**config.mk**
```make
export PLATFORM = sky130hd
export DESIGN_NAME = mat_fetch
export DESIGN_NICKNAME = d
export VERILOG_FILES = /design/src/rtl/minilab_pkg.sv /design/src/rtl/mat_fetch.sv
export SDC_FILE = /design/constraint.sdc
export NUM_CORES = 1
export LEC_CHECK = 0
export BUFFER_PORTS_ARGS = -buffer_cell sky130_fd_sc_hd__clkbuf_2
export CORE_AREA = 10 10 111 113
export DETAILED_ROUTE_END_ITERATION = 12
export DIE_AREA = 0 0 121 123
export MAX_ROUTING_LAYER = met4
export PLACE_DENSITY = 0.71
export SETUP_SLACK_MARGIN = 0.4
export SYNTH_ARGS = -nofsm -noshare
export SYNTH_HDL_FRONTEND = slang
export SYNTH_SLANG_ARGS = --single-unit
```
**constraint.sdc**
```tcl
create_clock -name clk -period 2.3 [get_ports clk]
set_input_delay 0.23 -clock clk [delete_from_list [all_inputs] [get_ports clk]]
set_output_delay 0.23 -clock clk [all_outputs]
set_load 0.01 [all_outputs]
```
**src/rtl/minilab_pkg.sv**
```systemverilog
// ---------------------------------------------------------------------------
// minilab_pkg
// Shared definitions for the minilab matrix-vector datapath.
//   - default geometry constants (byte width, rows, bytes per word)
//   - derived word width
//   - fetch_state_t: state encoding of the mat_fetch controller
//   - fetch_is_busy(): states in which a fetch is in progress
// ---------------------------------------------------------------------------
package minilab_pkg;

  localparam int DEF_DATA_WIDTH = 8;
  localparam int DEF_ROWS       = 8;
  localparam int DEF_COLS       = 8;
  localparam int DEF_ADDR_WIDTH = 32;
  localparam int DEF_WORD_WIDTH = DEF_COLS * DEF_DATA_WIDTH;

  typedef enum logic [2:0] {
    ST_IDLE      = 3'd0,
    ST_REQ       = 3'd1,
    ST_WAIT_DATA = 3'd2,
    ST_UNPACK    = 3'd3,
    ST_DONE      = 3'd4
  } fetch_state_t;

  // A fetch is in progress from the bus request until the last byte is pushed.
  function automatic logic fetch_is_busy(input fetch_state_t st);
    return (st == ST_REQ) || (st == ST_WAIT_DATA) || (st == ST_UNPACK);
  endfunction

endpackage

```
**src/rtl/mat_fetch.sv**
```systemverilog
// ---------------------------------------------------------------------------
// mat_fetch
// Fetch stage of the minilab matrix-vector datapath. A start pulse reads
// ROWS matrix-row words followed by one vector word over an Avalon-MM read
// master, splits every word into COLS bytes (most significant byte first)
// and pushes them into the matching row FIFO (words 0..ROWS-1) or the
// vector FIFO (word ROWS). done is raised once everything is loaded.
//
// Ports
//   clk, rst_n      clock, asynchronous active-low reset
//   start           one-cycle request; only accepted in IDLE or DONE
//   busy            fetch in progress (REQ, WAIT_DATA, UNPACK)
//   done            all words loaded; held until the next accepted start
//   address, read   Avalon read request (word address 0..ROWS)
//   waitrequest     slave stall; request held stable while high
//   readdata,
//   readdatavalid   returned word and its qualifier
//   fifo_wren       one-hot write strobe, bit ROWS is the vector FIFO
//   fifo_wdata      byte being written
//   fifo_full       per-FIFO full flags; a full target stalls unpacking
// ---------------------------------------------------------------------------
module mat_fetch
  import minilab_pkg::*;
#(
  parameter int DATA_WIDTH = DEF_DATA_WIDTH,
  parameter int ROWS       = DEF_ROWS,
  parameter int COLS       = DEF_COLS,
  parameter int ADDR_WIDTH = DEF_ADDR_WIDTH
) (
  input  logic                       clk,
  input  logic                       rst_n,
  input  logic                       start,
  output logic                       busy,
  output logic                       done,
  output logic [ADDR_WIDTH-1:0]      address,
  output logic                       read,
  input  logic                       waitrequest,
  input  logic [COLS*DATA_WIDTH-1:0] readdata,
  input  logic                       readdatavalid,
  output logic [ROWS:0]              fifo_wren,
  output logic [DATA_WIDTH-1:0]      fifo_wdata,
  input  logic [ROWS:0]              fifo_full
);

  localparam int WORD_WIDTH = COLS * DATA_WIDTH;
  localparam int W_W        = $clog2(ROWS + 1);
  localparam int B_W        = (COLS > 1) ? $clog2(COLS) : 1;

  localparam logic [W_W-1:0] LAST_WORD = W_W'(ROWS);
  localparam logic [B_W-1:0] LAST_BYTE = B_W'(COLS - 1);
  localparam logic [W_W-1:0] W_ONE     = W_W'(1);
  localparam logic [B_W-1:0] B_ONE     = B_W'(1);

  fetch_state_t              state_r;
  logic [W_W-1:0]            w_r;      // word index, also the target FIFO
  logic [B_W-1:0]            b_r;      // byte index within the latched word
  logic [WORD_WIDTH-1:0]     word_r;   // word being unpacked

  logic [DATA_WIDTH-1:0]     bytes_s [COLS];
  logic [DATA_WIDTH-1:0]     byte_s;
  logic                      full_s;
  logic                      push_s;

  // Split the latched word into bytes, index 0 being the most significant.
  always_comb begin
    for (int i = 0; i < COLS; i++) begin
      bytes_s[i] = word_r[(COLS-1-i)*DATA_WIDTH +: DATA_WIDTH];
    end
  end

  // Select the current byte and decide whether it can be pushed this cycle.
  always_comb begin
    byte_s = bytes_s[b_r];
    full_s = fifo_full[w_r];
    push_s = (state_r == ST_UNPACK) && !full_s;
  end

  // Output decode; everything derives from registered state, and read does
  // not depend on fifo_full.
  always_comb begin
    read       = (state_r == ST_REQ);
    busy       = fetch_is_busy(state_r);
    done       = (state_r == ST_DONE);
    address    = ADDR_WIDTH'(w_r);
    fifo_wren  = '0;
    fifo_wdata = '0;
    if (push_s) begin
      fifo_wren[w_r] = 1'b1;
      fifo_wdata     = byte_s;
    end else begin
      fifo_wren  = '0;
      fifo_wdata = '0;
    end
  end

  // Fetch controller: request, wait for data, unpack, advance to next word.
  always_ff @(posedge clk or negedge rst_n) begin
    if (!rst_n) begin
      state_r <= ST_IDLE;
      w_r     <= '0;
      b_r     <= '0;
      word_r  <= '0;
    end else begin
      case (state_r)
        ST_IDLE, ST_DONE: begin
          if (start) begin
            state_r <= ST_REQ;
            w_r     <= '0;
            b_r     <= '0;
          end
        end
        ST_REQ: begin
          // address is w_r and stays put while the slave stalls
          if (!waitrequest) begin
            state_r <= ST_WAIT_DATA;
          end
        end
        ST_WAIT_DATA: begin
          if (readdatavalid) begin
            word_r  <= readdata;
            b_r     <= '0;
            state_r <= ST_UNPACK;
          end
        end
        ST_UNPACK: begin
          // a full target FIFO simply holds b_r, so no byte is dropped
          if (!full_s) begin
            if (b_r == LAST_BYTE) begin
              b_r <= '0;
              if (w_r == LAST_WORD) begin
                state_r <= ST_DONE;
              end else begin
                w_r     <= w_r + W_ONE;
                state_r <= ST_REQ;
              end
            end else begin
              b_r <= b_r + B_ONE;
            end
          end
        end
        default: begin
          state_r <= ST_IDLE;
          w_r     <= '0;
          b_r     <= '0;
        end
      endcase
    end
  end

endmodule

```
### Word-level counts from Yosys, hierarchy flattened

Cells that the tools add are included.

* bits in registers: 74
* output and inout bits: 52
* logic and storage cells: 62

* add/sub/neg operators: 2
* order comparisons: 3
* eq/ne operators: 12
* mux-type cells: 26
* bitwise operators: 3
* reduce and logical (&&, ||, !) cells: 12

Operators by type and width (count)
* 2-to-1 mux 3 bit: 10
* binary-select mux 8 bit (select 3 bit): 1
* 2-to-1 mux 8 bit: 3
* case mux 3 bit (4 select lines): 2
* 2-to-1 mux 4 bit: 4
* case mux 4 bit (3 select lines): 1
* inequality test 2 bit (second input constant): 5
* AND reduction 5 bit: 2
* 2-to-1 mux 9 bit: 1
* equality test 3 x 2 -> 1 bit (second input constant): 2
* equality test 3 bit (second input constant): 2
* less-than comparator 4 x 5 -> 1 bit (second input constant): 1
* adder 4 x 1 -> 4 bit (second input constant): 1
* binary-select mux 1 bit (select 4 bit): 1
* demux 1 bit (select 4 bit): 1
* equality test 4 bit (second input constant): 1
* greater-or-equal comparator 4 x 1 -> 1 bit (second input constant): 1
* greater-or-equal comparator 4 bit (second input constant): 1
* NOT 3 -> 4 bit: 1
* AND reduction 4 bit: 1
* OR reduction 2 bit: 2
* adder 3 x 1 -> 3 bit (second input constant): 1
* equality test 3 x 1 -> 1 bit (second input constant): 1
* zero test 3 bit: 1
* other kinds (7): 11

### Logic depth before layout (Yosys ltp)

Gate-level depths: netlist of the first run.

* depth in word-level cells: 5
* depth in mapped cells: 8

### Worst setup path after synthesis of the first run

No wires, ideal clock.

* path type: reg-to-reg
* from: register w_r[0]
* to: register w_r[2]
* library setup time: 0.124 ns
* arrival time: 1.728 ns
* path slack: 0.448 ns
* stages on the path, launching flop included: 9
* buffers on the path: 1
* clock period less this slack: 1.852 ns
* cells stage by stage: dfrtp_1 -> buf_6 -> inv_1 -> ha_1 -> nand3b_1 -> a221oi_2 -> nor3_1 -> and3_1 -> a211o_1

* word-level cells in the longest chain between the ends: 5
* elaborated cells on any way between the ends: 11
* classes of those cells: add/sub: 1; eq/ne: 3; mux: 6; reduce/logical: 1

Ends and longest elaborated chain
* start: declaration: RTL line mat_fetch.sv:55 `logic [W_W-1:0] w_r;`
* start signal: assignment: RTL line mat_fetch.sv:133 `w_r <= w_r + W_ONE;`
* adder 4 x 1 -> 4 bit: RTL line mat_fetch.sv:133
* 2-to-1 mux 4 bit: RTL line mat_fetch.sv:130 `if (w_r == LAST_WORD) begin`
* 2-to-1 mux 4 bit: RTL line mat_fetch.sv:128 `if (b_r == LAST_BYTE) begin`
* 2-to-1 mux 4 bit: RTL line mat_fetch.sv:127 `if (!full_s) begin`
* case mux 4 bit (3 select lines): RTL line mat_fetch.sv:104 `case (state_r)`

Parallel ways exist; a longest one is shown, timed or not. The select of a mux whose other input is x is not followed.
A chain may end at the register's enable or synchronous reset.

### Worst setup path after layout of the first run

* from: register w_r[0]
* to: register w_r[0]

The elaborated chain is that of the path after synthesis.

==> results.toml, run 1 <==
[finish]
diodes = 0
num-fill-cells = 887
final_cell_mix = "clkbuf_2, dfrtp_1, mux2_2"
drive_gt1_share_pct = 57.82
layout.area.seq_um2 = 1857
nets = 501
multi_input_area_um2 = 2019
layout_commonest_cell = "clkbuf_2"
synthToLayoutAreaGrowth_pct = 26.16

[critical_path]
startpoint_type = "register"
rr_endpoint = "w_r[0]"
crit_type = "register to register"
r2r_setup_slack_ns = 0.005
r2r_start = "w_r[0]"
crit_arrival_ns = 2.52
critical_path_required_ns = 2.53
r2r_cells = 11
cp-end-kind = "register"
cp_max_fo = 7

[clocking]
worst_skew_pair.late_latency_ns = 0.34
clock_path_buffers = 2
clk_pin_slew_ns = 0.07
clkSinkCount = 74
root_buffer = "clkbuf_8"
holdBufCountCts = 0
numCtsBuffers = 9
cts_tree = "yes"
ctsHtreeMaxLevel = 3

[timing]
hold_violations = 0
fmax_mhz = 435.8
worstMarginPinSlew_ns = 0.9354
period_share_pct = 99.77
finalClockSkew_ns = 0.007967
grt_setup_unrepaired = "yes"
setup_viol = 0
finalCriticalPeriod_ns = 2.295
slew_headroom_pct = 37.64
hold_ws_ns = 0.02606
slew_violations = 0

[power]
ir_worst_vdd_mv = 0.6432
leakage_nw = 2.312
powerDensity_nw_per_um2 = 1346
power_mw = 6.772

[drt]
vias = 2734
drc = 0
drt_iter0_markers = 184
drt-wirelength-per-cell_um = 17.50
wirelength_um = 9765
ant_nets = 0
first_pass_iters = 4
viasPerCell = 4.900

[logic_synthesis]
synth_cells = 301
synth_area_um2 = 3989
yosysUniqueCellTypes = 41
synth-seq-area-share_pct = 46.42
ys_async_sr_fraction_pct = 100.0
synth-edff-count = 0
yosys_most_used_dff = "dfrtp_1"
syn_area_per_cell_um2 = 13.25
ys_warn_count = 0
yosys_register_bits = 74

[global_routing]
grt_pass1_wl_um = 15490
antenna_found_initial = 0
track_usage_pct = 13.55
grt_start_max_net_pins = 75
overflow = 0
grt_pass1_vias = 3080

[floorplanning]
initial_utilization_pct = 39.34
chipHeight_um = 123
io_pins = 130
rows = 37
die_area_um2 = 14880
die_x_um = 121
core_um2 = 10140

[status]
outcome = "completed"

[placed_design]
post-dp-hpwl_um = 7129
port_buffers = 101
place_congestion = 0.8292

[job]
max-cap-violations = 0

[worst_hold_path]
hold_path_class = "input pin to async pin"
state kept, by name, indices dropped and copies added, names as in the netlist:
register  flops
state_r       3
b_r           3
w_r           4
bytes_s      64
critical path, cell delays in order (launching register included):
cell	delay, ns
dfrtp_2	0.48
buf_4	0.16
buf_6	0.10
buf_6	0.10
buf_6	0.12
inv_4	0.06
ha_4	0.12
nand3b_1	0.18
a221oi_4	0.36
buf_4	0.17
nor4_2	0.04
mux2_4	0.28
stage by stage:
step                setup TNS, ns  std cells  instance area (um2)  setup slack (ns)  utilization (%)
detailed placement              0        527                 4497            0.1424            44.35
CTS                             0        552                 4949           0.06774            48.81
finish                          0        558                 5032          0.005328            49.64
global placement                0        527                 4497            0.2754            44.35
global route              -0.9947        558                 5032          -0.07472            49.64
floorplan                       0        328                 4090            0.4483                -
layout make-up:
class / instances / share of cell area (%)
Clock inverter: 6 / 2.089
Tap cell: 136 / 3.381
Sequential cell: 74 / 36.90
Multi-Input combinational cell: 203 / 40.13
Inverter: 4 / 0.3481
Timing Repair Buffer: 125 / 14.62
Clock buffer: 10 / 2.536
power by group:
part | switching [mW] | internal [mW] | total [mW]
clock network | 0.466 | 0.715 | 1.18
registers | 0.424 | 1.94 | 2.36
logic | 1.41 | 1.81 | 3.23
total | 2.30 | 4.47 | 6.77
per-layer routing:
metal	vias to the layer above	global-route usage, %	wire (um)
met4	0	3.394	87
met3	8	5.105	958
li1	1266	-	-
met2	114	21.87	4675
met5	-	-	0
met1	1346	15.66	4043
cells in the mapped netlist, types with 2 or more instances:
master,n,area [um2]
buf_4,30,225.2
mux4_2,16,360.4
ha_1,6,75.07
clkbuf_1,2,7.510
buf_2,6,30.03
mux2i_1,10,100.1
nand2b_1,2,12.51
nand3b_1,2,15.01
nand2_1,4,15.01
nor3_1,8,40.04
buf_6,8,90.09
nor3b_1,2,15.01
o21ai_0,3,15.01
a22o_1,4,35.03
dfrtp_1,74,1852
mux2_2,67,754.5
inv_1,4,15.01
and2_1,11,68.82
a21oi_1,5,25.02
nor2_1,15,56.30
a22oi_1,2,15.01
how the worst max path moves through the flow:
| stage | from | slack [ns] | end | depth (start not counted) |
|---|---|---|---|---|
| 2_1_floorplan | w_r[0] | 0.45 | w_r[2] | 8 |
| 3_3_place_gp | w_r[0] | 0.28 | fifo_wdata[5] | 6 |
| 3_5_place_dp | w_r[0] | 0.14 | fifo_wren[7] | 6 |
| 4_1_cts | w_r[0] | 0.07 | fifo_wren[7] | 6 |
| 5_1_grt | w_r[0] | -0.07 | w_r[0] | 11 |
| 6_report | w_r[0] | 0.005 | w_r[0] | 11 |
timing repair:
action | CTS | global route
resized for setup | 28 | 11
pin swaps | 8 | 5
cloned | 1 | 0
endpoints found under the setup margin | 29 | 91
hold endpoints to repair | 0 | 0
buffers inserted | 8 | 6
cell families (layout without fill, tap and decap cells):
kind of cell / count (synthesis) / count (layout) / synth area share [%]
mux: 93 / 93 / 30.46
flops: 74 / 74 / 46.42
buf+inv: 51 / 145 / 9.316
simple gates: 51 / 51 / 6.807
fa+ha+maj: 6 / 6 / 1.882
compound gates: 25 / 25 / 5.019
other cells: 1 / 28 / 0.09401
(Power assumes the default switching activity.)
==> inputs of run 2 (changes only) <==
--- a/config.mk
+++ b/config.mk
@@ -10,7 +10,7 @@
 export DETAILED_ROUTE_END_ITERATION = 12
 export DIE_AREA = 0 0 121 123
 export MAX_ROUTING_LAYER = met4
-export PLACE_DENSITY = 0.71
+export PLACE_DENSITY = 0.68
 export SETUP_SLACK_MARGIN = 0.4
 export SYNTH_ARGS = -nofsm -noshare
 export SYNTH_HDL_FRONTEND = slang
==> results.toml, run 2 (synthesized netlist as in run 1, its figures left out) <==
[status]
outcome = "completed"

[floorplanning]
die_x_um = 121
core_um2 = 10140
chipHeight_um = 123
die_area_um2 = 14880
io_pins = 130
initial_utilization_pct = 39.34
rows = 37

[critical_path]
cp-end-kind = "output port"
worst_path_largest_cell_delay_ns = 0.48
r2r_cells = 8
cp_max_fo = 10
critical_path_depth = 6
crit_type = "register to output port"
crit_chain = "mux2i_1, o311a_4, a32oi_4, buf_6, nor2_1, clkbuf_2"
crit_family = "compound AO/OA/AOI/OAI gates"
startpoint_type = "register"
critical_path_required_ns = 2.07
crit_arrival_ns = 1.99
crit_path_top_delay_cell = "dfrtp_2"
path_buf_inv = 2

[placed_design]
pre_cts_slack_ns = 0.1398
place_congestion = 0.8257
port_buffers = 101
post-dp-hpwl_um = 6934

[timing]
slew_violations = 0
slew_headroom_pct = 39.03
setup_viol = 0
grt_setup_unrepaired = "yes"
fmax_mhz = 450.2
hold_ws_ns = 0.02240
period_share_pct = 96.58
worstMarginPinSlew_ns = 0.9145
finalClockSkew_ns = 0.008278
hold_violations = 0
layout_setup_ws_ns = 0.07870
finalCriticalPeriod_ns = 2.221

[finish]
synthToLayoutAreaGrowth_pct = 23.96
layout_commonest_cell = "clkbuf_2"
largest_reg_flops = 64
final_cell_mix = "clkbuf_2, dfrtp_1, mux2_2"
nets = 491
drive_gt1_share_pct = 56.31
diodes = 0
final_util_pct = 48.77

[power]
powerDensity_nw_per_um2 = 1363
ir_worst_vdd_mv = 0.7604
leakage_nw = 2.269
power_mw = 6.741

[drt]
drt_iter0_markers = 111
viasPerCell = 4.907
ant_nets = 0
drt-wirelength-per-cell_um = 17.65
first_pass_iters = 4
drc = 0
wirelength_um = 9670
vias = 2689

[clocking]
clkSinkCount = 74
worst_skew_pair.late_latency_ns = 0.35
numCtsBuffers = 9
root_buffer = "clkbuf_8"
clock_path_buffers = 2
cts_tree = "yes"
clk_pin_slew_ns = 0.08
ctsHtreeMaxLevel = 3

[global_routing]
overflow = 0
track_usage_pct = 13.17
antenna_found_initial = 0
grt_start_max_net_pins = 75
grt_pass1_vias = 3032
grt_pass1_wl_um = 15080

[job]
max-cap-violations = 0

[worst_hold_path]
hold_path_class = "input pin to async pin"
run 2: cell types whose count changed in the layout (fill, tap and decap cells not counted), moves of 2 or more:
cell | previous run | this run
buf_4 | 19 | 11
nor3b_2 | 0 | 2
nor3b_4 | 2 | 0
o21ai_0 | 1 | 3
clkinv_2 | 3 | 0
o21ai_1 | 2 | 0
buf_6 | 4 | 1
run 2: worst paths after layout:
check / to / slack [ns] / start
max in group asynchronous: state_r[2] / 1.63 / rst_n
setup / recovery: fifo_wdata[4] / 0.08 / w_r[0]
min in group clk: bytes_s[43] / 0.11 / readdata[43]
setup reg to reg: w_r[2] / 0.25 / w_r[0]
hold / removal: bytes_s[3] / 0.02 / rst_n
hold reg to reg: bytes_s[44] / 0.51 / bytes_s[44]
run 2: routing by layer:
metal  global-route usage (%)  vias up  wire (um)
met5                        -        -          0
met4                    4.600        0         86
met3                    4.512       10        922
met2                    20.58      116       4457
met1                    15.56     1322       4204
li1                         -     1241          -
run 2: area by class of cell:
| type | count | area [um2] |
|---|---|---|
| fillers | 917 | 5194 |
| multi-input cells | 203 | 1971 |
| flip-flops and latches | 74 | 1857 |
| repair buffers | 115 | 666.9 |
| well taps | 136 | 170.2 |
| clock inverters | 6 | 137.6 |
| clock buffers | 10 | 127.6 |
| inverters | 4 | 15.01 |
run 2: per-stage QoR:
stage / cell area, um2 / TNS [ns] / cells
detailed placement: 4502 / 0 / 526
global placement: 4502 / 0 / 526
global route: 4945 / -0.02682 / 548
floorplan: 4090 / 0 / 328
finish: 4945 / 0 / 548
CTS: 4916 / 0 / 548
run 2: where the power goes:
part           switching [mW]  internal [mW]
clock network           0.495          0.837
logic                    1.35           1.71
registers               0.405           1.94
total                    2.25           4.49
run 2: worst reg2reg max path, stage by stage, from the launching register on:
cell and delay [ns]:
dfrtp_2 0.48, buf_4 0.19, inv_1 0.08, ha_2 0.20
nand3b_1 0.17, a221oi_4 0.34, nor3_1 0.09, and3_1 0.19
a211o_1 0.22
run 2: what timing repair did:
item / in CTS / in global routing
cloned: 1 / 0
endpoints found under the setup margin: 26 / 88
hold endpoints to repair: 0 / 0
pin swaps: 6 / 2
gates resized for setup: 19 / 6
hold buffers: 0 / 0
setup buffers: 5 / 0
